**src/rtl/msi_test_pkg.sv**
```systemverilog
`default_nettype none
// ============================================================================
//  Module   : msi_test_pkg
//  Purpose  : Shared codes for the MSI directory-protocol stimulus sequencer:
//             op codes, processor ids, address/data codes and the FSM states.
//  Revision : 1.0  initial release
// ============================================================================
package msi_test_pkg;

    // Request op codes (10/11 are reserved and issued unchanged)
    localparam logic [1:0] OP_READ  = 2'b00;
    localparam logic [1:0] OP_WRITE = 2'b01;

    // Processor ids
    localparam logic [1:0] P00 = 2'd0;
    localparam logic [1:0] P01 = 2'd1;

    // Address codes
    localparam logic [3:0] A100 = 4'd1;
    localparam logic [3:0] A104 = 4'd2;
    localparam logic [3:0] A108 = 4'd3;
    localparam logic [3:0] A112 = 4'd4;
    localparam logic [3:0] A120 = 4'd5;
    localparam logic [3:0] A124 = 4'd6;
    localparam logic [3:0] A128 = 4'd7;
    localparam logic [3:0] A138 = 4'd8;

    // Data codes
    localparam logic [3:0] D08 = 4'd1;
    localparam logic [3:0] D10 = 4'd2;
    localparam logic [3:0] D20 = 4'd3;
    localparam logic [3:0] D30 = 4'd4;
    localparam logic [3:0] D40 = 4'd5;
    localparam logic [3:0] D50 = 4'd6;
    localparam logic [3:0] D78 = 4'd7;
    localparam logic [3:0] D80 = 4'd8;
    localparam logic [3:0] D90 = 4'd9;

    // Sequencer states
    typedef enum logic [1:0] {
        ST_IDLE = 2'd0,
        ST_RUN  = 2'd1,
        ST_DONE = 2'd2
    } state_e;

endpackage
`default_nettype wire

```
**src/rtl/msi_stim_mem.sv**
```systemverilog
`default_nettype none
// ============================================================================
//  Module   : msi_stim_mem
//  Purpose  : Program memory for the stimulus sequencer. DEPTH x WIDTH
//             register array, synchronous write, asynchronous read.
//             Contents are not reset.
//  Revision : 1.0  initial release
// ============================================================================
module msi_stim_mem #(
    parameter int DEPTH = 16,
    parameter int IDX_W = $clog2(DEPTH),
    parameter int WIDTH = 12
) (
    input  logic             clk,
    input  logic             i_we,
    input  logic [IDX_W-1:0] i_waddr,
    input  logic [WIDTH-1:0] i_wdata,
    input  logic [IDX_W-1:0] i_raddr,
    output logic [WIDTH-1:0] o_rdata
);

    logic [WIDTH-1:0] mem_q [DEPTH];

    // Entry write; the caller has already qualified the strobe and index
    always_ff @(posedge clk) begin
        if (i_we) begin
            mem_q[i_waddr] <= i_wdata;
        end
    end

    assign o_rdata = mem_q[i_raddr];

endmodule
`default_nettype wire

```
**src/rtl/msi_stim_sequencer.sv**
```systemverilog
`default_nettype none
// ============================================================================
//  Module   : msi_stim_sequencer
//  Purpose  : Programmable MSI stimulus sequencer. Issues (processor, op,
//             address, data) requests from a run-time loaded program over a
//             valid/ready handshake, with run length, done flag and abort.
//  Options  : MSI_STIM_LOOP_EN - when defined, Loop=1 wraps the run back to
//             entry 0 after the last entry instead of finishing.
//  Revision : 1.0  initial release
// ============================================================================
module msi_stim_sequencer
    import msi_test_pkg::*;
#(
    parameter int ADDR_W = 4,
    parameter int DATA_W = 4,
    parameter int PROC_W = 2,
    parameter int DEPTH  = 16,
    parameter int IDX_W  = $clog2(DEPTH)
) (
    input  logic              Clock,
    input  logic              Reset_n,
    input  logic              ProgWe,
    input  logic [IDX_W-1:0]  ProgIdx,
    input  logic [PROC_W-1:0] ProgProc,
    input  logic [1:0]        ProgOp,
    input  logic [ADDR_W-1:0] ProgAddr,
    input  logic [DATA_W-1:0] ProgData,
    input  logic [IDX_W:0]    Length,
    input  logic              Start,
    input  logic              Abort,
    input  logic              Loop,
    output logic              ReqValid,
    input  logic              ReqReady,
    output logic [PROC_W-1:0] Processor,
    output logic [1:0]        WriteOrRead,
    output logic [ADDR_W-1:0] AddressTest,
    output logic [DATA_W-1:0] DataTest,
    output logic              Busy,
    output logic              Done,
    output logic [IDX_W:0]    IssuedCount
);

    localparam int            c_req_w = PROC_W + 2 + ADDR_W + DATA_W;
    localparam logic [IDX_W:0] c_depth = (IDX_W + 1)'(DEPTH);

    state_e               state_q, state_d;
    logic [IDX_W-1:0]     idx_q, idx_d;
    logic [IDX_W:0]       len_q, len_d;
    logic [IDX_W:0]       cnt_q, cnt_d;
    logic                 valid_q, valid_d;
    logic                 done_q, done_d;
    logic [c_req_w-1:0]   req_q, req_d;

    logic                 w_we;
    logic                 w_start;
    logic                 w_last;
    logic                 w_loop;
    logic [IDX_W:0]       w_eff_len;
    logic [IDX_W:0]       w_cnt_inc;
    logic [IDX_W-1:0]     w_rd_idx;
    logic [c_req_w-1:0]   w_rd_data;

`ifdef MSI_STIM_LOOP_EN
    assign w_loop = Loop;
`else
    assign w_loop = Loop & 1'b0;
`endif

    // Program writes only land between runs and only for existing entries
    assign w_we      = ProgWe && (state_q != ST_RUN) && ({1'b0, ProgIdx} < c_depth);
    assign w_start   = Start && !ProgWe && (Length != '0);
    assign w_eff_len = (Length > c_depth) ? c_depth : Length;
    assign w_last    = ({1'b0, idx_q} == (len_q - 1'b1));
    assign w_cnt_inc = (cnt_q == '1) ? cnt_q : cnt_q + 1'b1;

    // Read address is the entry loaded on the coming edge: the next entry
    // mid-run, otherwise entry 0 (run start or loop wrap)
    assign w_rd_idx = ((state_q == ST_RUN) && !w_last) ? idx_q + 1'b1 : '0;

    msi_stim_mem #(
        .DEPTH (DEPTH),
        .IDX_W (IDX_W),
        .WIDTH (c_req_w)
    ) u_mem (
        .clk     (Clock),
        .i_we    (w_we),
        .i_waddr (ProgIdx),
        .i_wdata ({ProgProc, ProgOp, ProgAddr, ProgData}),
        .i_raddr (w_rd_idx),
        .o_rdata (w_rd_data)
    );

    // Next-state logic: start, handshake advance, wrap/finish and abort
    always_comb begin
        state_d = state_q;
        idx_d   = idx_q;
        len_d   = len_q;
        cnt_d   = cnt_q;
        valid_d = valid_q;
        done_d  = done_q;
        req_d   = req_q;
        case (state_q)
            ST_RUN: begin
                done_d = 1'b0;
                if (Abort) begin
                    state_d = ST_IDLE;
                    valid_d = 1'b0;
                end else if (valid_q && ReqReady) begin
                    cnt_d = w_cnt_inc;
                    if (!w_last) begin
                        idx_d = idx_q + 1'b1;
                        req_d = w_rd_data;
                    end else if (w_loop) begin
                        idx_d  = '0;
                        req_d  = w_rd_data;
                        done_d = 1'b1;
                    end else begin
                        state_d = ST_DONE;
                        valid_d = 1'b0;
                        done_d  = 1'b1;
                    end
                end
            end
            default: begin
                if (Abort) begin
                    state_d = ST_IDLE;
                    done_d  = 1'b0;
                end else if (w_start) begin
                    state_d = ST_RUN;
                    idx_d   = '0;
                    len_d   = w_eff_len;
                    cnt_d   = '0;
                    valid_d = 1'b1;
                    done_d  = 1'b0;
                    req_d   = w_rd_data;
                end
            end
        endcase
    end

    // State and output registers
    always_ff @(posedge Clock or negedge Reset_n) begin
        if (!Reset_n) begin
            state_q <= ST_IDLE;
            idx_q   <= '0;
            len_q   <= '0;
            cnt_q   <= '0;
            valid_q <= 1'b0;
            done_q  <= 1'b0;
            req_q   <= '0;
        end else begin
            state_q <= state_d;
            idx_q   <= idx_d;
            len_q   <= len_d;
            cnt_q   <= cnt_d;
            valid_q <= valid_d;
            done_q  <= done_d;
            req_q   <= req_d;
        end
    end

    assign ReqValid    = valid_q;
    assign Done        = done_q;
    assign IssuedCount = cnt_q;
    assign Busy        = (state_q == ST_RUN);
    assign {Processor, WriteOrRead, AddressTest, DataTest} = req_q;

endmodule
`default_nettype wire
```
**config.mk**
```make
export PLATFORM = sky130hd
export DESIGN_NAME = msi_stim_sequencer
export DESIGN_NICKNAME = d
export VERILOG_FILES = /design/src/rtl/msi_test_pkg.sv /design/src/rtl/msi_stim_mem.sv /design/src/rtl/msi_stim_sequencer.sv
export SDC_FILE = /design/constraint.sdc
export NUM_CORES = 1
export LEC_CHECK = 0
export CAP_MARGIN = 20
export CELL_PAD_IN_SITES_DETAIL_PLACEMENT = 0
export CELL_PAD_IN_SITES_GLOBAL_PLACEMENT = 1
export CORE_ASPECT_RATIO = 0.6
export CORE_MARGIN = 2
export CORE_UTILIZATION = 56
export DETAILED_ROUTE_END_ITERATION = 8
export PLACE_DENSITY_LB_ADDON = 0.15
export SLEW_MARGIN = 5
export SYNTH_ARGS = -nofsm -noshare
export SYNTH_HDL_FRONTEND = slang
export SYNTH_HIERARCHICAL = 1
export SYNTH_SLANG_ARGS = --single-unit
```
**constraint.sdc**
```tcl
create_clock -name Clock -period 9.6 [get_ports Clock]
set_clock_uncertainty 0.2 [all_clocks]
set_input_delay 1.44 -clock Clock [delete_from_list [all_inputs] [get_ports Clock]]
set_output_delay 1.44 -clock Clock [all_outputs]
set_load 0.02 [all_outputs]
```
After elaboration in Yosys (flattened, before gate mapping)
Memories as Yosys holds them, arrays and structs flattened.
Index checks and enable logic that the tools add are counted.
Storage, ports and cells
  output and inout port bits: 20
  flip-flop bits (word level): 30
  word-level logic and storage cells: 79
  RAM bits: 192
  memories: 1
  bits in read-only memories: 0
  bits in latches: 0
Memories
  u_mem.mem_q: words 16, width 12, read ports 1, clocked after memory_dff 0, wr ports 1, RTL line msi_stim_mem.sv:22  | logic [WIDTH-1:0] mem_q [DEPTH];
Operators by class
  multipliers: 0
  shift operators: 0
  $lt $le $gt $ge: 1
  mux-type cells: 40
  bitwise logic cells: 2
  div/mod/pow operators: 0
  reductions and logical operators: 15
  equality and inequality tests: 10
  add/sub/neg operators: 3
Operator list (number)
  12-bit 2-to-1 mux: 6
  5-bit 2-to-1 mux: 7
  4-bit 2-to-1 mux: 7
  1-bit 2-to-1 mux: 14
  2-bit 2-to-1 mux: 6
  4-bit AND reduction: 3
  2-bit by 1-bit != test with 1-bit output (second input constant): 3
  3-bit by 2-bit != test with 1-bit output (second input constant): 2
  3-bit AND reduction: 2
  5-bit by 1-bit adder with 5-bit output (second input constant): 1
  4-bit by 5-bit equality test with 1-bit output: 1
  5-bit equality test (second input constant): 1
  5-bit greater-than comparator (second input constant): 1
  1-bit logical AND: 5
  5-bit nonzero test: 1
  5-bit by 1-bit subtractor with 5-bit output (second input constant): 1
  4-bit by 1-bit adder with 4-bit output (second input constant): 1
  2-bit != test (second input constant): 2
  3-bit nonzero test: 1
  2-bit by 1-bit equality test with 1-bit output (second input constant): 1
  1-bit logical NOT: 2
  1-bit inverter: 2
  2-bit nonzero test: 1

Logic depth before layout (Yosys ltp)
An unclocked memory read counts as a cell.
  word-level depth: 10
  mapped depth: 13
  gate-level depth less buffers: 11

By module
The synthesis kept the hierarchy.
Modules (own cells, without submodules)
  msi_stim_mem: area an instance 7359.6 um^2, instances 1, cells each 317
  msi_stim_sequencer: area an instance 1559.0 um^2, instances 1, cells each 141

Worst setup path before layout
Ideal clock, no wire load.
  path type: input to register
  start point: in ProgWe
  end point: mem u_mem.mem_q[0][0] (enable)
  data required time: 9004 ps
  library setup time: 396 ps
  cell stages on the path: 3
  arrival time: 2871 ps
  setup slack: 6133 ps
  buffers on the path: 0
  cell sequence: and2_1 > or3b_1 > nor3_1
On the way
  longest elaborated chain between the ends: 3
Ends and longest elaborated chain
  from (decl): RTL line msi_stim_sequencer.sv:22  | input logic ProgWe,
  1-bit logical AND: RTL line msi_stim_sequencer.sv:70  | assign w_we = ProgWe && (state_q != ST_RUN) && ({1'b0, ProgIdx} < c_depth);
  1-bit 2-to-1 mux: RTL line msi_stim_mem.sv:26  | if (i_we) begin
  1-bit 2-to-1 mux (implied by the code): RTL line msi_stim_mem.sv:27  | mem_q[i_waddr] <= i_wdata;
  to (decl): RTL line msi_stim_mem.sv:22
Every way passes these cells.

Final worst setup path
  start point: reg len_q[0]
  end point: reg req_q[2]
On the way
  longest elaborated chain between the ends: 10
Ends and longest elaborated chain
  from (decl): RTL line msi_stim_sequencer.sv:48  | logic [IDX_W:0] len_q, len_d;
  from (signal assigned): RTL line msi_stim_sequencer.sv:154  | len_q <= len_d;
  5-bit by 1-bit subtractor with 5-bit output *: RTL line msi_stim_sequencer.sv:73  | assign w_last = ({1'b0, idx_q} == (len_q - 1'b1));
  4-bit by 5-bit equality test with 1-bit output *: RTL line msi_stim_sequencer.sv:73
  1-bit logical NOT *
  1-bit logical AND *: RTL line msi_stim_sequencer.sv:78  | assign w_rd_idx = ((state_q == ST_RUN) && !w_last) ? idx_q + 1'b1 : '0;
  4-bit 2-to-1 mux *: RTL line msi_stim_sequencer.sv:78
  via w_rd_idx[0]: RTL line msi_stim_sequencer.sv:60  | logic [IDX_W-1:0] w_rd_idx;
  memory 16 x 12 bit *
  12-bit 2-to-1 mux: RTL line msi_stim_sequencer.sv:110  | if (!w_last) begin
  12-bit 2-to-1 mux: RTL line msi_stim_sequencer.sv:108  | end else if (valid_q && ReqReady) begin
  12-bit 2-to-1 mux: RTL line msi_stim_sequencer.sv:105  | if (Abort) begin
  12-bit 2-to-1 mux *: RTL line msi_stim_sequencer.sv:102  | case (state_q)
  via req_d[2]: RTL line msi_stim_sequencer.sv:52  | logic [c_req_w-1:0] req_q, req_d;
  to (signal assigned): RTL line msi_stim_sequencer.sv:158  | req_q <= req_d;
  to (decl): RTL line msi_stim_sequencer.sv:52
The timed path passes the listed nets; every way through them passes the cells marked *. The select of a mux whose other input is x is not followed.
A chain may end at the register's enable or synchronous reset.

==> impl.org <==
** Timing
- Setup slack closes at 5.07 ns.
- Setup total negative slack on the finished layout was measured at 0 ns.
- Worst Max-Slew Pin Slew :: 1.09 ns
- Max-slew violation count :: 0
- Final setup fails :: 0
- RSZ-0062 raised after global routing :: false
- Number of failing hold endpoints at the final stage :: 0
- Time the worst path needs with I/O delays and setup :: 4.53 ns
- Final period util :: 0.472
- In this run the tightest slew margin relative to its limit is 0.271.
- Timing would allow up to 221 MHz.

** Placement
- Placed Cells incl. Taps :: 701
- Port-buffer cells :: 46
- Routability Congestion :: 0.744
- The placed instances occupy a cell area of 9640 um2.
- Timing analysis after detailed placement gives a worst setup slack of 5.08 ns.
- Post-detail-place hpwl :: 11000 um

** Run status
- The flow ran to the end, and the final reports show no timing, DRC or antenna violations.

** Cells and area
- Proportion of layout cells with a drive suffix above 1 :: 0.196
- Cell area after layout :: 10300 um2
- Final antenna diode count :: 0
- In the final design database the tool counted 553 nets.
- The layout has 1037 filler cells.
- From synthesis to final layout, the design area changed by 15.0%.
- Once layout is complete, the cells apart from fillers number 738.

** Detailed routing
- For this block, the routed nets add up to 18400 um of wire.
- The count of nets left with antenna violations once routing finished came out at 0.
- Via count :: 4505
- In the final routed layout, each cell accounts on average for 24.9 um.
- Drt initial violations :: 523
- Detailed-router iteration count before antenna repair :: 4
- For this run, design rule violations remaining after detail routing come to 0.
- Average vias per placed instance :: 6.10

** Worst setup path
- WS Path Type :: flip-flop to flip-flop
- Data required time of the worst path :: 9.77 ns
- Measured in cells, the most critical reg-to-reg path has a length of 12.
- The worst setup path is launched from a flip-flop.
- Signal arrival time at the worst endpoint :: 4.70 ns
- Largest driver fanout on the critical path :: 48
- The worst setup path is captured at a flip-flop.

** Logic synthesis
- Yosys mapped a number of flops with a built-in enable equal to 192.
- Count of state elements after synthesis :: 222
- For this run, the register share of the synthesized area comes to 0.731.
- Post-synthesis instance total :: 458
- Synth warn :: 6
- Biggest area consumer among synthesized cells :: sky130_fd_sc_hd__edfxtp_1
- The synthesized netlist occupies a cell area of 8920 um2.
- Yosys cell types :: 43
- Prevailing post-synth register cell :: sky130_fd_sc_hd__edfxtp_1
- In this run the mean area of a mapped cell was 19.5 um2.
- Async set or reset register ratio after synthesis :: 0.135
- Of the post-synthesis cell area, the dominant cell type holds 0.646.
- Synthesis produced a netlist with a net count of 490.
- Sorting the synthesized cells by area gives the leading types as sky130_fd_sc_hd__edfxtp_1 65%, sky130_fd_sc_hd__dfrtp_1 8.4%, sky130_fd_sc_hd__mux4_2 8.3%, sky130_fd_sc_hd__mux4_1 4.4%, sky130_fd_sc_hd__a22oi_1 2.0%.

** Min path
- The tightest min-delay check is of the flip-flop to flip-flop type.
- Worst Hold Depth :: 1

** Clock tree
- TritonCTS built the clock tree.
- Later-pin clock latency in the skew report :: 0.48 ns
- CTS H-tree depth :: 1
- In this run the post-CTS setup repair buffer count came out at 0.
- Total clock buffers created by CTS :: 21
- Deepest clock path buffer count :: 3
- Sinks on the clock net :: 222
- Post-cts hold buffer count :: 0
- Gates resized, CTS repair :: 0
- Clock-pin slew was measured on the worst setup and hold paths at 0.06 ns.
- Buffer type at the clock tree root :: sky130_fd_sc_hd__clkbuf_16

** Job
- Max-cap viol count :: 0

** Global routing
- In the global route stage, overall resource usage came out at 0.226.
- Global-route wire length before repair :: 27700 um
- Global route overflow :: 0
- Initial antenna violation count :: 0
- The number of global-route vias before repair is 4596.
- Largest net degree at the start of global routing :: 49

** Pwr
- VDD sags by at most 0.000143 V.
- Power density relative to cell area :: 206 nW/um2
- Total power :: 2110 uW
- In this run the static leakage power is 0.00339 uW.

** Die
- Y dimension of the die :: 102 um
- After floorplanning, the core was divided into 35 placement rows.
- In this run the count of I/O pins placed on the die edge is 48.
- The die covers 17000 um2.
- The die is 167 um wide.
- For this configuration, the core starts out at a cell density of 0.577.
- The region available for standard cell placement spans 15500 um2.
-- layout by cell type, fill, tap and decap left out, types with 10 or more instances in the layout --
master,count
sky130_fd_sc_hd__buf_4,11
sky130_fd_sc_hd__a22oi_1,24
sky130_fd_sc_hd__nor2_1,14
sky130_fd_sc_hd__edfxtp_1,192
sky130_fd_sc_hd__clkdlybuf4s50_1,45
sky130_fd_sc_hd__mux4_1,15
sky130_fd_sc_hd__dfrtp_1,30
sky130_fd_sc_hd__clkbuf_16,21
sky130_fd_sc_hd__mux4_2,33
sky130_fd_sc_hd__o21ai_0,10
sky130_fd_sc_hd__nand2_1,22
-- through the flow --
stage                     utilization  hold slack, ns
after global placement          0.623           0.294
after CTS                       0.664           0.315
final                           0.664           0.307
after floorplan                     -           0.273
after global routing            0.664           0.337
after detailed placement        0.623           0.301
-- worst paths after layout --
kind	start	end	slack (ns)
max in group asynchronous	Reset_n	req_q[5]$_DFFE_PN0P_	7.82
max reg2reg	len_q[0]$_DFFE_PN0P_	req_q[2]$_DFFE_PN0P_	5.07
max	len_q[0]$_DFFE_PN0P_	req_q[2]$_DFFE_PN0P_	5.07
min reg2reg	req_q[1]$_DFFE_PN0P_	req_q[1]$_DFFE_PN0P_	0.31
min	req_q[1]$_DFFE_PN0P_	req_q[1]$_DFFE_PN0P_	0.31
min in group asynchronous	Reset_n	req_q[2]$_DFFE_PN0P_	0.85
-- cells in the mapped netlist, types with 2 or more instances --
cell type	n
sky130_fd_sc_hd__edfxtp_1	192
sky130_fd_sc_hd__mux4_2	33
sky130_fd_sc_hd__dfrtp_1	30
sky130_fd_sc_hd__nor2_1	25
sky130_fd_sc_hd__a22oi_1	24
sky130_fd_sc_hd__nand2_1	22
sky130_fd_sc_hd__mux4_1	15
sky130_fd_sc_hd__o21ai_0	10
sky130_fd_sc_hd__inv_1	9
sky130_fd_sc_hd__mux2_4	8
sky130_fd_sc_hd__nand2b_1	8
sky130_fd_sc_hd__nor3_1	8
sky130_fd_sc_hd__clkbuf_1	7
sky130_fd_sc_hd__nand3_1	7
sky130_fd_sc_hd__a21oi_1	5
sky130_fd_sc_hd__buf_2	5
sky130_fd_sc_hd__mux2_2	5
sky130_fd_sc_hd__xor2_1	5
sky130_fd_sc_hd__ha_1	4
sky130_fd_sc_hd__buf_12	3
sky130_fd_sc_hd__nand3b_1	3
sky130_fd_sc_hd__xnor2_1	3
sky130_fd_sc_hd__a21oi_4	2
sky130_fd_sc_hd__and2_1	2
sky130_fd_sc_hd__buf_6	2
sky130_fd_sc_hd__nand4b_1	2
sky130_fd_sc_hd__nor2b_1	2
sky130_fd_sc_hd__o311ai_0	2
-- state kept, by name, indices dropped and copies added, names as in the netlist --
register and cells:
Done 1, IssuedCount 5, ReqValid 1, idx_q 4
len_q 5, req_q 12, state_q 2, u_mem/mem_q 192
-- per-layer routing --
| layer | wire length, um | vias to the layer above | global-route usage |
|---|---|---|---|
| met5 | 0 | - | 0 |
| met4 | 276 | 0 | 0.0524 |
| met3 | 1210 | 23 | 0.0449 |
| met2 | 8630 | 147 | 0.353 |
| met1 | 8280 | 2339 | 0.337 |
| li1 | - | 1996 | - |
-- power by group --
| part | switching (uW) | leakage [uW] | internal [uW] | total, uW |
|---|---|---|---|---|
| Combinational | 127 | 0.000974 | 127 | 253 |
| Sequential | 23.4 | 0.00211 | 1090 | 1110 |
| Clock | 323 | 0.000303 | 427 | 750 |
| Total | 473 | 0.00339 | 1640 | 2110 |
-- cell type report --
type	count	area (um2)	area share
Clock buffer	31	593	0.0578
Clock inverter	6	28.8	0.00281
Inverter	10	37.5	0.00366
Multi-Input combinational cell	209	2290	0.223
Sequential cell	222	6520	0.635
Tap cell	203	254	0.0248
Timing Repair Buffer	57	538	0.0524
-- logic make-up (layout without fill, tap and decap cells) --
| family | count (synthesis) | after routing | share of synthesized area |
|---|---|---|---|
| DFF | 222 | 222 | 0.731 |
| and+or+nand+nor | 83 | 83 | 0.0449 |
| muxes | 62 | 62 | 0.148 |
| AOI/OAI and AO/OA | 52 | 52 | 0.0434 |
| buffers and inverters | 27 | 104 | 0.0192 |
| xor gates and xnor gates | 8 | 8 | 0.00786 |
| adders and majority gates | 4 | 4 | 0.00561 |
-- worst max-delay path, cell delays in order, from the launching register on --
cell and delay (ns):
sky130_fd_sc_hd__dfrtp_1 0.41, sky130_fd_sc_hd__inv_1 0.06, sky130_fd_sc_hd__ha_1 0.24, sky130_fd_sc_hd__and4bb_1 0.21, sky130_fd_sc_hd__a22o_1 0.25, sky130_fd_sc_hd__o2111ai_1 0.57
sky130_fd_sc_hd__nand2_1 0.27, sky130_fd_sc_hd__nor2_4 0.13, sky130_fd_sc_hd__buf_4 0.74, sky130_fd_sc_hd__mux4_1 0.67, sky130_fd_sc_hd__a22oi_1 0.25, sky130_fd_sc_hd__nand2_1 0.13
sky130_fd_sc_hd__mux2_2 0.28
No activity file was read; power rests on OpenSTA's default activity.
